`src/rtl/two_to_four_decoder.sv`:
```
// Registered 2-to-4 line decoder with enable, plus one saturating hit counter
// per output line. All outputs come straight from flops.
module two_to_four_decoder #(
    parameter int unsigned CNT_W = 8
) (
    input  logic             clk,
    input  logic             rst_n,
    input  logic             en,
    input  logic             clr,
    input  logic             A,
    input  logic             B,
    output logic             D0,
    output logic             D1,
    output logic             D2,
    output logic             D3,
    output logic             valid,
    output logic [CNT_W-1:0] cnt0,
    output logic [CNT_W-1:0] cnt1,
    output logic [CNT_W-1:0] cnt2,
    output logic [CNT_W-1:0] cnt3
);

    localparam logic [CNT_W-1:0] CntMax = '1;

    logic [3:0]       dec_d, dec_q;
    logic             valid_d, valid_q;
    logic [CNT_W-1:0] cnt_d [4];
    logic [CNT_W-1:0] cnt_q [4];
    logic [1:0]       sel;

    assign sel = {A, B};

    // One-hot decode of the select, gated by enable
    always_comb begin
        dec_d = 4'b0000;
        if (en) begin
            unique case (sel)
                2'b00:   dec_d = 4'b0001;
                2'b01:   dec_d = 4'b0010;
                2'b10:   dec_d = 4'b0100;
                default: dec_d = 4'b1000;
            endcase
        end
        valid_d = en;
    end

    // Counter next state: clear beats increment; increments stop at all-ones
    always_comb begin
        for (int i = 0; i < 4; i++) begin
            cnt_d[i] = cnt_q[i];
            if (clr) begin
                cnt_d[i] = '0;
            end else if (dec_d[i] && (cnt_q[i] != CntMax)) begin
                cnt_d[i] = cnt_q[i] + CNT_W'(1);
            end
        end
    end

    // Decoded lines and valid flag, synchronous active-low reset
    always_ff @(posedge clk) begin
        if (!rst_n) begin
            dec_q   <= 4'b0000;
            valid_q <= 1'b0;
        end else begin
            dec_q   <= dec_d;
            valid_q <= valid_d;
        end
    end

    // Hit counters, synchronous active-low reset
    always_ff @(posedge clk) begin
        if (!rst_n) begin
            for (int i = 0; i < 4; i++) begin
                cnt_q[i] <= '0;
            end
        end else begin
            for (int i = 0; i < 4; i++) begin
                cnt_q[i] <= cnt_d[i];
            end
        end
    end

    assign D0    = dec_q[0];
    assign D1    = dec_q[1];
    assign D2    = dec_q[2];
    assign D3    = dec_q[3];
    assign valid = valid_q;
    assign cnt0  = cnt_q[0];
    assign cnt1  = cnt_q[1];
    assign cnt2  = cnt_q[2];
    assign cnt3  = cnt_q[3];

endmodule

```
`config.mk`:
```
export PLATFORM = sky130hd
export DESIGN_NAME = two_to_four_decoder
export DESIGN_NICKNAME = d
export VERILOG_FILES = /design/src/rtl/two_to_four_decoder.sv
export SDC_FILE = /design/constraint.sdc
export NUM_CORES = 1
export LEC_CHECK = 0
export BUFFER_PORTS_ARGS = -buffer_cell sky130_fd_sc_hd__buf_2
export CAP_MARGIN = 20
export CORE_ASPECT_RATIO = 1.4
export CORE_UTILIZATION = 44
export CTS_CLUSTER_SIZE = 40
export DETAILED_ROUTE_END_ITERATION = 7
export PLACE_DENSITY = 0.67
export SYNTH_ARGS = -nofsm -noshare
export SYNTH_HDL_FRONTEND = slang
export SYNTH_SLANG_ARGS = --single-unit
```
`constraint.sdc`:
```
create_clock -name clk -period 2.88 [get_ports clk]
set_input_delay 0.576 -clock clk [delete_from_list [all_inputs] [get_ports clk]]
set_output_delay 0.576 -clock clk [all_outputs]
set_load 0.005 [all_outputs]
```
==> Word level (Yosys, flattened, before mapping) <==
Memory sizes are Yosys's and may differ from the RTL's.
Cells that the tools add are included.
W data, S select, Z words.
{ "word_totals": {"register_bits": 5, "ram_bits": 32, "inputBits": 6, "output_inout_bits": 37, "word_cells": 38, "mem_count": 1} }
{ "memory_table": {"columns": ["name", "words", "width", "read_ports", "rd_ports_with_merged_regs", "wr", "line", "text"], "rows": [
  ["cnt_q", 4, 8, 4, 0, 4, "28", "logic [CNT_W-1:0] cnt_q [4];"]
]} }
{ "classes": {"add_sub_neg": 4, "n_eq_ne": 6, "n_mux": 16, "bitwise_logic": 4, "n_reduce_logical": 5} }
{ "op_table": {"columns": ["operator", "count"], "rows": [
  ["$mux W8", 12],
  ["$add A8 B1 Y8 const B", 4],
  ["$ne A8 B8 Y1 const B", 4],
  ["$pmux W4 S3", 1],
  ["$logic_and A1 B1 Y1", 4],
  ["$mux W4", 1],
  ["$or A1 B1 Y1", 4],
  ["$eq A2 B1 Y1 const B", 1],
  ["$eq A2 B2 Y1 const B", 1],
  ["$logic_not A2 Y1", 1],
  ["$mux W1", 2]
]} }

==> Logic depth before layout (Yosys ltp) <==
Gate-level depths: netlist of the first run.
{ "depth": {"word_depth": 7, "depth_mapped": 5, "ltp_nobuf": 4} }

==> Worst setup path before layout of the first run <==
No wires, ideal clock.
{ "synth_path": {"path_type": "input to register", "start": "input A", "end": "memory cnt_q[0][2]", "setup_ns": 0.074, "arrival_ns": 1.643, "required_ns": 2.806, "slack_ns": 1.163, "cell_stages": 5, "cell_sequence": "buf_2 or3b_1 clkbuf_2 or4_1 o21ai_0"} }
{ "synth_lines": {"columns": ["element", "line", "text"], "rows": [
  ["from (decl)", "10", "input logic A,"],
  ["to (decl)", "28", null]
]} }

==> results of run 1 <==
worst register-to-register path: cells and delay by family (launching register included):
kind,cells,cell delay (ns)
and+or+nand+nor,2,0.41
DFF,1,0.35
adders and majority gates,1,0.27
AOI/OAI and AO/OA,1,0.49
cell type report:
class | instances | area share (%)
Tap cell | 43 | 2.44
Sequential cell | 37 | 33.6
Multi-Input combinational cell | 159 | 48.1
Clock buffer | 7 | 4.37
Timing Repair Buffer | 45 | 10.6
Inverter | 4 | 0.681
Clock inverter | 1 | 0.227
cells by family after synthesis:
kind of cell	after synthesis	share of synthesized area [%]
simple gates	93	28.3
compound gates	51	19.3
flops	37	39.2
buf+inv	19	4.76
mux	11	5.82
fa+ha+maj	4	2.65
power by group through the flow:
stage / sequential (W) / clock, W / combinational (W)
after floorplan: 0.000529 / 0 / 0.0000338
after global placement: 0.000529 / 0 / 0.0000463
after detailed placement: 0.000529 / 0 / 0.0000473
after CTS: 0.000517 / 0.000414 / 0.0000473
after global routing: 0.000518 / 0.000435 / 0.0000526
final: 0.000517 / 0.000396 / 0.0000464
routing by layer:
metal	up-vias	global-route usage (%)	part of all wire [%]	wire length (microns)
met4	0	8.29	1.4	57
met5	-	0	0	0
met2	40	31.4	48	1930
li1	902	-	-	-
met3	6	5.51	4.5	180
met1	773	23.8	46	1850
through the flow:
step	setup WS, ns	power (W)	hold WS [ns]
3_5_place_dp	0.987	0.000577	0.481
2_1_floorplan	1.16	0.000563	0.474
5_1_grt	1.06	0.00101	0.512
4_1_cts	1.21	0.000979	0.495
6_report	1.23	0.000960	0.484
3_3_place_gp	1.06	0.000576	0.471
path summary, 6_finish.rpt:
kind / start / endpoint / slack [ns]
max: cnt_q[0][0]$_SDFFE_PP0P_ / cnt_q[0][4]$_SDFFE_PP0P_ / 1.23
min: cnt_q[3][5]$_SDFFE_PP0P_ / cnt_q[3][5]$_SDFFE_PP0P_ / 0.48
max reg2reg: cnt_q[0][0]$_SDFFE_PP0P_ / cnt_q[0][4]$_SDFFE_PP0P_ / 1.23
min reg2reg: cnt_q[3][5]$_SDFFE_PP0P_ / cnt_q[3][5]$_SDFFE_PP0P_ / 0.48
cells in the final DEF, fill, tap and decap left out:
cell type,instances
clkbuf_8,7
or3b_1,1
and3_2,1
nor2_1,2
a2111oi_0,1
a41oi_1,7
a311oi_1,3
a21oi_1,8
a31oi_1,7
mux2i_1,11
nor3_1,5
nand4_1,3
inv_1,4
nand3_1,11
nor2b_1,1
o31a_1,1
nand2b_1,8
buf_2,42
and3b_1,2
and3b_2,1
or4_1,1
and4_2,1
nor3b_1,1
and4_1,4
ha_1,4
and4b_1,2
and3_1,8
nand2_1,24
a41o_1,1
buf_4,3
dfxtp_1,37
o21ai_0,3
nand3b_1,2
clkinv_2,1
and2_1,9
a211oi_1,20
nor4_1,6
state kept, by name (all words and copies together) (netlist names):
| register | flops |
|---|---|
| cnt_q | 32 |
| dec_q | 4 |
| valid | 1 |
==> summary.md, run 1 <==
| Metric | Value |
|---|---|
| Layout area overhead | `16.5%` |
| Total Routing Usage GR | `19.4%` |
| CP cell instances | `ha_1, and4_1, a2111oi_0, nor3_1` |
| CP bufs+invs | `0` |
| Delay-heaviest family, CP | `compound AO/OA/AOI/OAI gates` |
| Initial antenna violation count | `0` |
| Setup TNS Final | `0 ns` |
| First-pass GRT wire length | `about 6900 microns` |
| Least-Margin Pin Slew | `0.708 ns` |
| Pre-Repair DR Iteration Count | `6` |
| Root buffer cell | `clkbuf_8` |
| DRC viols | `4` |
| Via Count | `1721` |
| Period minus WS final | `1.65 ns` |
| Syn_nets | `between 200 and 250` |
| Hold WC Path Type | `flop to flop` |
| Antenna cells | `0` |
| Crit. End Element | `flop` |
| Worst Hold Depth | `1` |
| IO Pins | `43` |
| Layout Skew | `0.00466 ns` |
| Global placer's final weighted congestion | `0.838` |
| Maximum vdd drop | `~190 uV` |
| Die area | `4570 sq um` |
| Switch Pwr | `between 0.0002 and 0.00025 W` |
| Fill count | `381` |
| Internal | `0.000749 W` |
| Largest net degree at the start of global routing | `18` |
| CTS resizes | `0` |
| CTS tree | `yes` |
| Clock Tree Buf Depth | `2` |
| Total wire length | `approximately 4000 microns` |
| Clock Sinks | `37` |
| Cts bufs inserted | `5` |
| Core area | `between 4000 and 5000 sq um` |
| Unrepaired setup endpoints after global routing | `false` |
| Crit-path max FO | `6` |
| Hold Buf Count CTS | `0` |
| Syn_area_per_cell | `~9 sq um` |
| Slew Limit Headroom | `approximately 53%` |
| Ys flop type | `dfxtp_1` |
| Cells after synthesis | `215` |
| Layout Nets | `262` |
| Number of synthesis warnings | `0` |
| Vias in the first global route | `1551` |
| R2R cell count | `4` |
| Dpl hpwl | `2900 microns` |
| Failing checks | `DRC` |
| WP data required | `3.03 ns` |
| Sequential Power Share | `a little over half` |
| Multi-input gate area | `1060 sq um` |
| CP arrival | `1.80 ns` |
| Post-placement cell area | `roughly 2100 sq um` |
| Seq cells post-synth | `37` |
| Clk Latency, worst-skew pair | `0.29 ns` |
| Worst-path clk slew | `about 0.07 ns` |
| Worst setup SP type | `flop` |
| Critical path class | `flop to flop` |
| Pwr per Cell Area | `435 nW/um^2` |
| Cell Rows | `27` |
| Top cells by count, synth | `dfxtp_1 (37), nand2_1 (24), a211oi_1 (20), mux2i_1 (11), nand3_1 (11)` |
| Sw frac | `21.9%` |
| Die Y | `79.6 microns` |
| Fin util | `54.8%` |
| Placed cells | `288` |
| Detailed Route Iter0 Violations | `58` |
| Most common cell in the netlist | `dfxtp_1` |
| Post-Layout Inst Area | `about 2200 sq um` |
| Final Max Tran Viols | `0` |
| Yosys top cell by area | `dfxtp_1` |
| Die Wd | `57.4 microns` |
| Reg area | `741 sq um` |
| Routed len/inst | `13.6 microns` |
| Outcome | `finished with violations` |
| Htree depth | `2` |
| Postcts setup bufs | `0` |
| Port-buffer cells | `42` |
| Post-route insts no fill | `296` |
| Number of flops mapped to enable cells by yosys | `0` |
| Final hold viol count | `0` |
| Top-area cell type share of the netlist area | `39.2%` |
| Congestion Overflow GR | `0` |
| Critical Path Slowest Stage Cell | `a2111oi_0` |
| Share of flip-flops with an asynchronous set or reset | `0%` |
| Clock network power share | `41.2%` |
| Cell area after synthesis | `1890 sq um` |
| Combinational power share | `4.8%` |
| Synth area leaders | `dfxtp_1 (39%), a211oi_1 (7.9%), mux2i_1 (5.8%), nand2_1 (4.8%), a41oi_1 (3.2%)` |
| WP depth | `4` |
| Post-DRT Antenna Nets | `0` |
| Post-synthesis sequential area ratio | `39.2%` |
| Peak Freq | `0.605 GHz` |
| Layout cell share with drive strength beyond 1 | `22.1%` |
| Max Cap Viol | `0` |
| Tcrit/Tclk final | `about 57%` |
| Leak Pwr | `0.874 nW` |
| Vias/cell | `5.81` |
| Crit path largest cell delay | `0.49 ns` |
| Unique cell type count in the Yosys netlist | `38` |
| Setup-failing EPs final | `0` |
| Initial core utilization | `47.0%` |
(Power assumes the default switching activity.)
==> run 2, diff against run 1 <==
--- a/config.mk
+++ b/config.mk
@@ -11,7 +11,7 @@
 export CORE_UTILIZATION = 44
 export CTS_CLUSTER_SIZE = 40
 export DETAILED_ROUTE_END_ITERATION = 7
-export PLACE_DENSITY = 0.67
+export PLACE_DENSITY = 0.7
 export SYNTH_ARGS = -nofsm -noshare
 export SYNTH_HDL_FRONTEND = slang
 export SYNTH_SLANG_ARGS = --single-unit
==> constraint.sdc (replaced) <==
create_clock -name clk -period 1.4 [get_ports clk]
set_input_delay 0.28 -clock clk [delete_from_list [all_inputs] [get_ports clk]]
set_output_delay 0.28 -clock clk [all_outputs]
set_load 0.005 [all_outputs]
==> summary.md, run 2 (synthesized netlist as in run 1, its figures left out) <==
| Metric | Value |
|---|---|
| Crit-path max FO | `6` |
| Final hold viol count | `0` |
| Tcrit/Tclk final | `97.4%` |
| Critical path class | `flop to flop` |
| Switch Pwr | `0.000441 W` |
| Internal | `approximately 0.0015 W` |
| Initial antenna violation count | `0` |
| Layout area overhead | `27.3%` |
| Layout Skew | `0.00434 ns` |
| Clock network power share | `39.3%` |
| Dpl hpwl | `3170 microns` |
| WP data required | `1.57 ns` |
| Clock Sinks | `37` |
| Die area | `4570 sq um` |
| Setup-failing EPs final | `0` |
| Htree depth | `2` |
| Antenna cells | `0` |
| Total Routing Usage GR | `20.5%` |
| Leak Pwr | `0.976 nW` |
| Worst-path clk slew | `0.07 ns` |
| Period minus WS final | `about 1.4 ns` |
| Cell Rows | `27` |
| Setup TNS Final | `0 ns` |
| Outcome | `finished with violations` |
| Post-Layout Inst Area | `2410 sq um` |
| Cts bufs inserted | `5` |
| Vias in the first global route | `1595` |
| Combinational power share | `5.9%` |
| Clock Tree Buf Depth | `2` |
| Largest net degree at the start of global routing | `27` |
| R2R setup slack | `0.04 ns` |
| Fill count | `364` |
| Maximum vdd drop | `584 uV` |
| Least-Margin Pin Slew | `roughly 0.31 ns` |
| CTS tree | `yes` |
| Via Count | `1839` |
| Final Max Tran Viols | `0` |
| Worst setup SP type | `flop` |
| Pwr per Cell Area | `806 nW/um^2` |
| Leading cell types in the layout, fill and taps excluded | `buf_2 (42), dfxtp_1 (37), buf_4 (25)` |
| Detailed Route Iter0 Violations | `46` |
| Root buffer cell | `clkbuf_8` |
| Vias/cell | `~5.8` |
| Core area | `4020 sq um` |
| Gr busiest metal | `met2` |
| Layout Nets | `284` |
| Met1 Usage GRT | `a little under a quarter` |
| Postcts setup bufs | `0` |
| Post-DRT Antenna Nets | `0` |
| Hold_ws | `0.269 ns` |
| M2 GR Usage | `34.4%` |
| Biggest register | `cnt_q` |
| CP arrival | `1.53 ns` |
| Commonest non-fill, non-tap cell in the layout | `buf_2` |
| Slew Limit Headroom | `roughly four fifths` |
| Die Wd | `57.4 microns` |
| DRC viols | `2` |
| Post-route insts no fill | `between 300 and 400` |
| Failing checks | `DRC` |
| Die Y | `79.6 microns` |
| First-pass GRT wire length | `7240 microns` |
| Sw frac | `22.7%` |
| Routed len/inst | `14.2 microns` |
| Crit. End Element | `flop` |
| Global placer's final weighted congestion | `0.841` |
| Met3 usage | `around 5.5%` |
| Number of flip-flops under the largest register name | `32` |
| Clk Latency, worst-skew pair | `~0.29 ns` |
| Pre-Repair DR Iteration Count | `6` |
| Placed cells | `a little over 300` |
| IO Pins | `43` |
| Congestion Overflow GR | `0` |
| Max Cap Viol | `0` |
| Hold WC Path Type | `input pin to flop` |
| Post-placement cell area | `2280 sq um` |
| Peak Freq | `0.733 GHz` |
| Port-buffer cells | `42` |
| Layout cell share with drive strength beyond 1 | `roughly 32%` |
| Sequential Power Share | `between 50 and 60%` |
| Unrepaired setup endpoints after global routing | `true` |
| Total wire length | `4490 microns` |
| Initial core utilization | `47.0%` |
[run 2: changes by cell type in the layout (fill, tap and decap cells not counted), sizes merged]
cell	previous run	this run
buf	45	67
clkinv	1	0
[run 2: area by class of cell]
| cell class | instances | area (sq um) | area share [%] |
|---|---|---|---|
| multi-input combinational | 159 | 1110 | 46.2 |
| sequential | 37 | 741 | 30.8 |
| timing repair buffer | 67 | 398 | 16.5 |
| clock buffer | 7 | 86.3 | 3.59 |
| tap | 43 | 53.8 | 2.24 |
| inverter | 4 | 15.0 | 0.624 |
[run 2: worst paths after layout]
check                           startpoint                        to  cells after the start
setup / recovery  cnt_q[0][0]$_SDFFE_PP0P_  cnt_q[0][4]$_SDFFE_PP0P_                      4
hold / removal                       rst_n       dec_q[1]$_SDFF_PN0_                      2
setup reg to reg  cnt_q[0][0]$_SDFFE_PP0P_  cnt_q[0][4]$_SDFFE_PP0P_                      4
hold reg to reg   cnt_q[1][6]$_SDFFE_PP0P_  cnt_q[1][6]$_SDFFE_PP0P_                      1
[run 2: critical path, cell delays in order, from the launching register on]
cell and delay [ns]:
dfxtp_1 0.32, ha_2 0.18, and4_2 0.28, a2111oi_2 0.36
nor3_1 0.10
[run 2: power groups by stage]
| stage | Combinational [W] | Clock, W | Sequential, W |
|---|---|---|---|
| after global routing | 0.000125 | 0.000826 | 0.00106 |
| after floorplan | 0.0000699 | 0 | 0.00109 |
| after global placement | 0.000111 | 0 | 0.00109 |
| after CTS | 0.000114 | 0.000780 | 0.00106 |
| after detailed placement | 0.000113 | 0 | 0.00109 |
| final | 0.000115 | 0.000761 | 0.00106 |
[run 2: what timing repair did]
item                                    CTS  global route
hold buffers                              0             0
resized for setup                         0            10
endpoints found under the setup margin    0            11
[run 2: through the flow]
stage | utilization (%) | total power, W | setup slack (ns)
after global routing | 59.9 | 0.00201 | -0.0173
after global placement | 56.6 | 0.00120 | -0.0676
final | 59.9 | 0.00194 | 0.0366
after CTS | 58.8 | 0.00196 | 0.00883
after floorplan | - | 0.00116 | -0.0301
after detailed placement | 56.6 | 0.00120 | -0.0759
[run 2: routing by layer]
layer  wire length [microns]  up-vias
met3                     221        6
met4                      70        0
met5                       0        -
li1                        -      937
met1                    2010      848
met2                    2180       48
==> run 3, diff against run 2 <==
--- a/config.mk
+++ b/config.mk
@@ -5,13 +5,16 @@
 export SDC_FILE = /design/constraint.sdc
 export NUM_CORES = 1
 export LEC_CHECK = 0
+export ABC_AREA = 1
 export BUFFER_PORTS_ARGS = -buffer_cell sky130_fd_sc_hd__buf_2
 export CAP_MARGIN = 20
 export CORE_ASPECT_RATIO = 1.4
+export CORE_MARGIN = 10
 export CORE_UTILIZATION = 44
 export CTS_CLUSTER_SIZE = 40
 export DETAILED_ROUTE_END_ITERATION = 7
 export PLACE_DENSITY = 0.7
+export SETUP_SLACK_MARGIN = 0.3
 export SYNTH_ARGS = -nofsm -noshare
 export SYNTH_HDL_FRONTEND = slang
 export SYNTH_SLANG_ARGS = --single-unit
==> summary.md, run 3 <==
| Metric | Value |
|---|---|
| Outcome | `completed` |
| Most common cell in the netlist | `nand2_1` |
| Ys flop type | `dfxtp_1` |
| Dpl hpwl | `between 3000 and 4000 microns` |
| Number of flops mapped to enable cells by yosys | `0` |
| Leak Pwr | `1.24 nW` |
| Syn_area_per_cell | `6.61 sq um` |
| Via Count | `2134` |
| Placed cells | `370` |
| Die Y | `96.3 microns` |
| Post-DRT Antenna Nets | `0` |
| Max Cap Viol | `0` |
| Global placer's final weighted congestion | `0.847` |
| Initial antenna violation count | `0` |
| Unique cell type count in the Yosys netlist | `22` |
| Antenna cells | `0` |
| Clock Tree Buf Depth | `2` |
| Period minus WS final | `approximately 1.2 ns` |
| Layout cell share with drive strength beyond 1 | `approximately half` |
| DR top layer | `met4` |
| Number of synthesis warnings | `0` |
| Layout area overhead | `59.5%` |
| Met1 Wirelength | `2240 microns` |
| Synth area leaders | `dfxtp_1 (40%), nand2_1 (14%), nor2_1 (11%), nand3_1 (8.7%), inv_1 (5.5%)` |
| Worst setup SP type | `flop` |
| Share of flip-flops with an asynchronous set or reset | `0%` |
| Total Routing Usage GR | `14.7%` |
| Setup slack after layout | `around 0.21 ns` |
| Unrepaired setup endpoints after global routing | `true` |
| Htree depth | `2` |
| Post-Layout Inst Area | `2920 sq um` |
| Cts bufs inserted | `5` |
| Tot Pwr | `0.00190 W` |
| Clock Sinks | `37` |
| Peak Freq | `0.838 GHz` |
| Pre-CTS setup slack | `0.0351 ns` |
| Pwr per Cell Area | `649 nW/um^2` |
| Biggest register | `cnt_q` |
| Largest net degree at the start of global routing | `13` |
| Layout Nets | `372` |
| Routed len/inst | `~14 microns` |
| Top-area cell type share of the netlist area | `40.4%` |
| Detailed Route Iter0 Violations | `137` |
| Hold Buf Count CTS | `0` |
| Die Wd | `74.5 microns` |
| Hold WC Path Type | `input pin to flop` |
| Crit-path max FO | `4` |
| Setup-failing EPs final | `0` |
| Post-synthesis sequential area ratio | `40.4%` |
| Commonest non-fill, non-tap cell in the layout | `nand2_1` |
| Clk Latency, worst-skew pair | `between 0.2 and 0.3 ns` |
| Slew Limit Headroom | `77.6%` |
| Setup TNS Final | `0 ns` |
| Tcrit/Tclk final | `85.2%` |
| Cells after synthesis | `277` |
| Post-route insts no fill | `406` |
| Root buffer cell | `clkbuf_8` |
| Final Max Tran Viols | `0` |
| Worst-path clk slew | `0.07 ns` |
| Post-placement cell area | `approximately 2300 sq um` |
| Maximum vdd drop | `754 uV` |
| Critical path class | `flop to flop` |
| Total wire length | `around 5700 microns` |
| Congestion Overflow GR | `0` |
| Crit. End Element | `flop` |
| Initial core utilization | `46.0%` |
| CP arrival | `1.39 ns` |
| Yosys top cell by area | `dfxtp_1` |
| Vias in the first global route | `~1900` |
| Cell Rows | `27` |
| Core area | `3990 sq um` |
| IO Pins | `43` |
| Detail Route met3 WL | `384 microns` |
| Met2 WL post-DR | `2950 microns` |
| Die area | `7180 sq um` |
| Seq cells post-synth | `37` |
| Vias/cell | `5.26` |
| First-pass GRT wire length | `8290 microns` |
| Port-buffer cells | `42` |
| Least-Margin Pin Slew | `~0.34 ns` |
| Cell area after synthesis | `between 1500 and 2000 sq um` |
| Layout Skew | `around 0.0034 ns` |
| Number of flip-flops under the largest register name | `32` |
| WP data required | `between 1.5 and 2 ns` |
| Pre-Repair DR Iteration Count | `4` |
| CTS tree | `yes` |
| Syn_nets | `287` |
| Top cells by count, synth | `nand2_1 (70), nor2_1 (56), dfxtp_1 (37), nand3_1 (32), inv_1 (27)` |
| DRC viols | `0` |
| Final hold viol count | `0` |
| Leading cell types in the layout, fill and taps excluded | `nand2_1 (52), nor2_1 (41), buf_2 (37)` |
run 3: cell count changes in the layout (fill, tap and decap cells not counted), sizes merged, moves of 9 or more:
cell,change
nor2,+62
nand2,+49
nand3,+24
inv,+23
a211oi,-20
buf,+12
a21oi,+11
mux2i,-11
and3,-9
run 3: area by class of cell:
cell class                      instances  area [sq um]
Multi-Input combinational cell        212          1320
Fill cell                             321          1060
Sequential cell                        37           813
Timing Repair Buffer                   79           549
Inverter                               27           104
Clock buffer                            8          80.1
Tap cell                               43          53.8
run 3: metrics by stage:
stage | hold slack (ns) | util [%]
after detailed placement | 0.461 | 56.9
after global routing | 0.210 | 73.3
after floorplan | 0.373 | -
after CTS | 0.201 | 66.6
after global placement | 0.459 | 56.9
final | 0.196 | 73.3
run 3: what timing repair did:
| item | 4_1_cts | 5_1_grt |
|---|---|---|
| gates cloned | 2 | 0 |
| endpoints found under the setup margin | 45 | 43 |
| pin swaps | 20 | 29 |
| resized for setup | 63 | 48 |
| buffers inserted | 12 | 14 |
run 3: path summary, 6_finish.rpt:
| kind | startpoint | end | slack [ns] | cells past startpoint |
|---|---|---|---|---|
| setup / recovery | cnt_q[1][0]$_SDFFE_PP0P_ | cnt_q[1][5]$_SDFFE_PP0P_ | 0.21 | 8 |
| hold / removal | rst_n | valid$_SDFF_PN0_ | 0.20 | 3 |
| setup reg to reg | cnt_q[1][0]$_SDFFE_PP0P_ | cnt_q[1][5]$_SDFFE_PP0P_ | 0.21 | 8 |
| hold reg to reg | cnt_q[2][4]$_SDFFE_PP0P_ | cnt_q[2][4]$_SDFFE_PP0P_ | 0.48 | 2 |
run 3: cell families (layout without fill, tap and decap cells):
group           Yosys count  in the layout  synth area share, %
fa+ha+maj                 4              4                 2.73
buf+inv                  30            114                 6.69
simple gates            178            180                 42.1
compound gates           28             28                 8.06
flops                    37             37                 40.4
run 3: routing by layer:
metal	track usage (%)	up-vias
met4	7.91	0
met5	0	-
met2	25.1	59
li1	-	1068
met3	5.05	15
met1	15.6	992
run 3: worst max-delay path, cell delays in order, from the launching register on:
cell,delay [ns]
dfxtp_4,0.37
buf_4,0.12
nand2_1,0.05
nor2_1,0.08
nand2_1,0.08
nor2_2,0.14
nand3_1,0.12
nand2_1,0.08
nor2_1,0.04
run 3: power by group:
group	total [W]	switching (W)	internal (W)
clock	0.000722	0.000368	0.000354
combinational	0.000137	0.0000823	0.0000546
sequential	0.00104	0.00000634	0.00103
total	0.00190	0.000457	0.00144
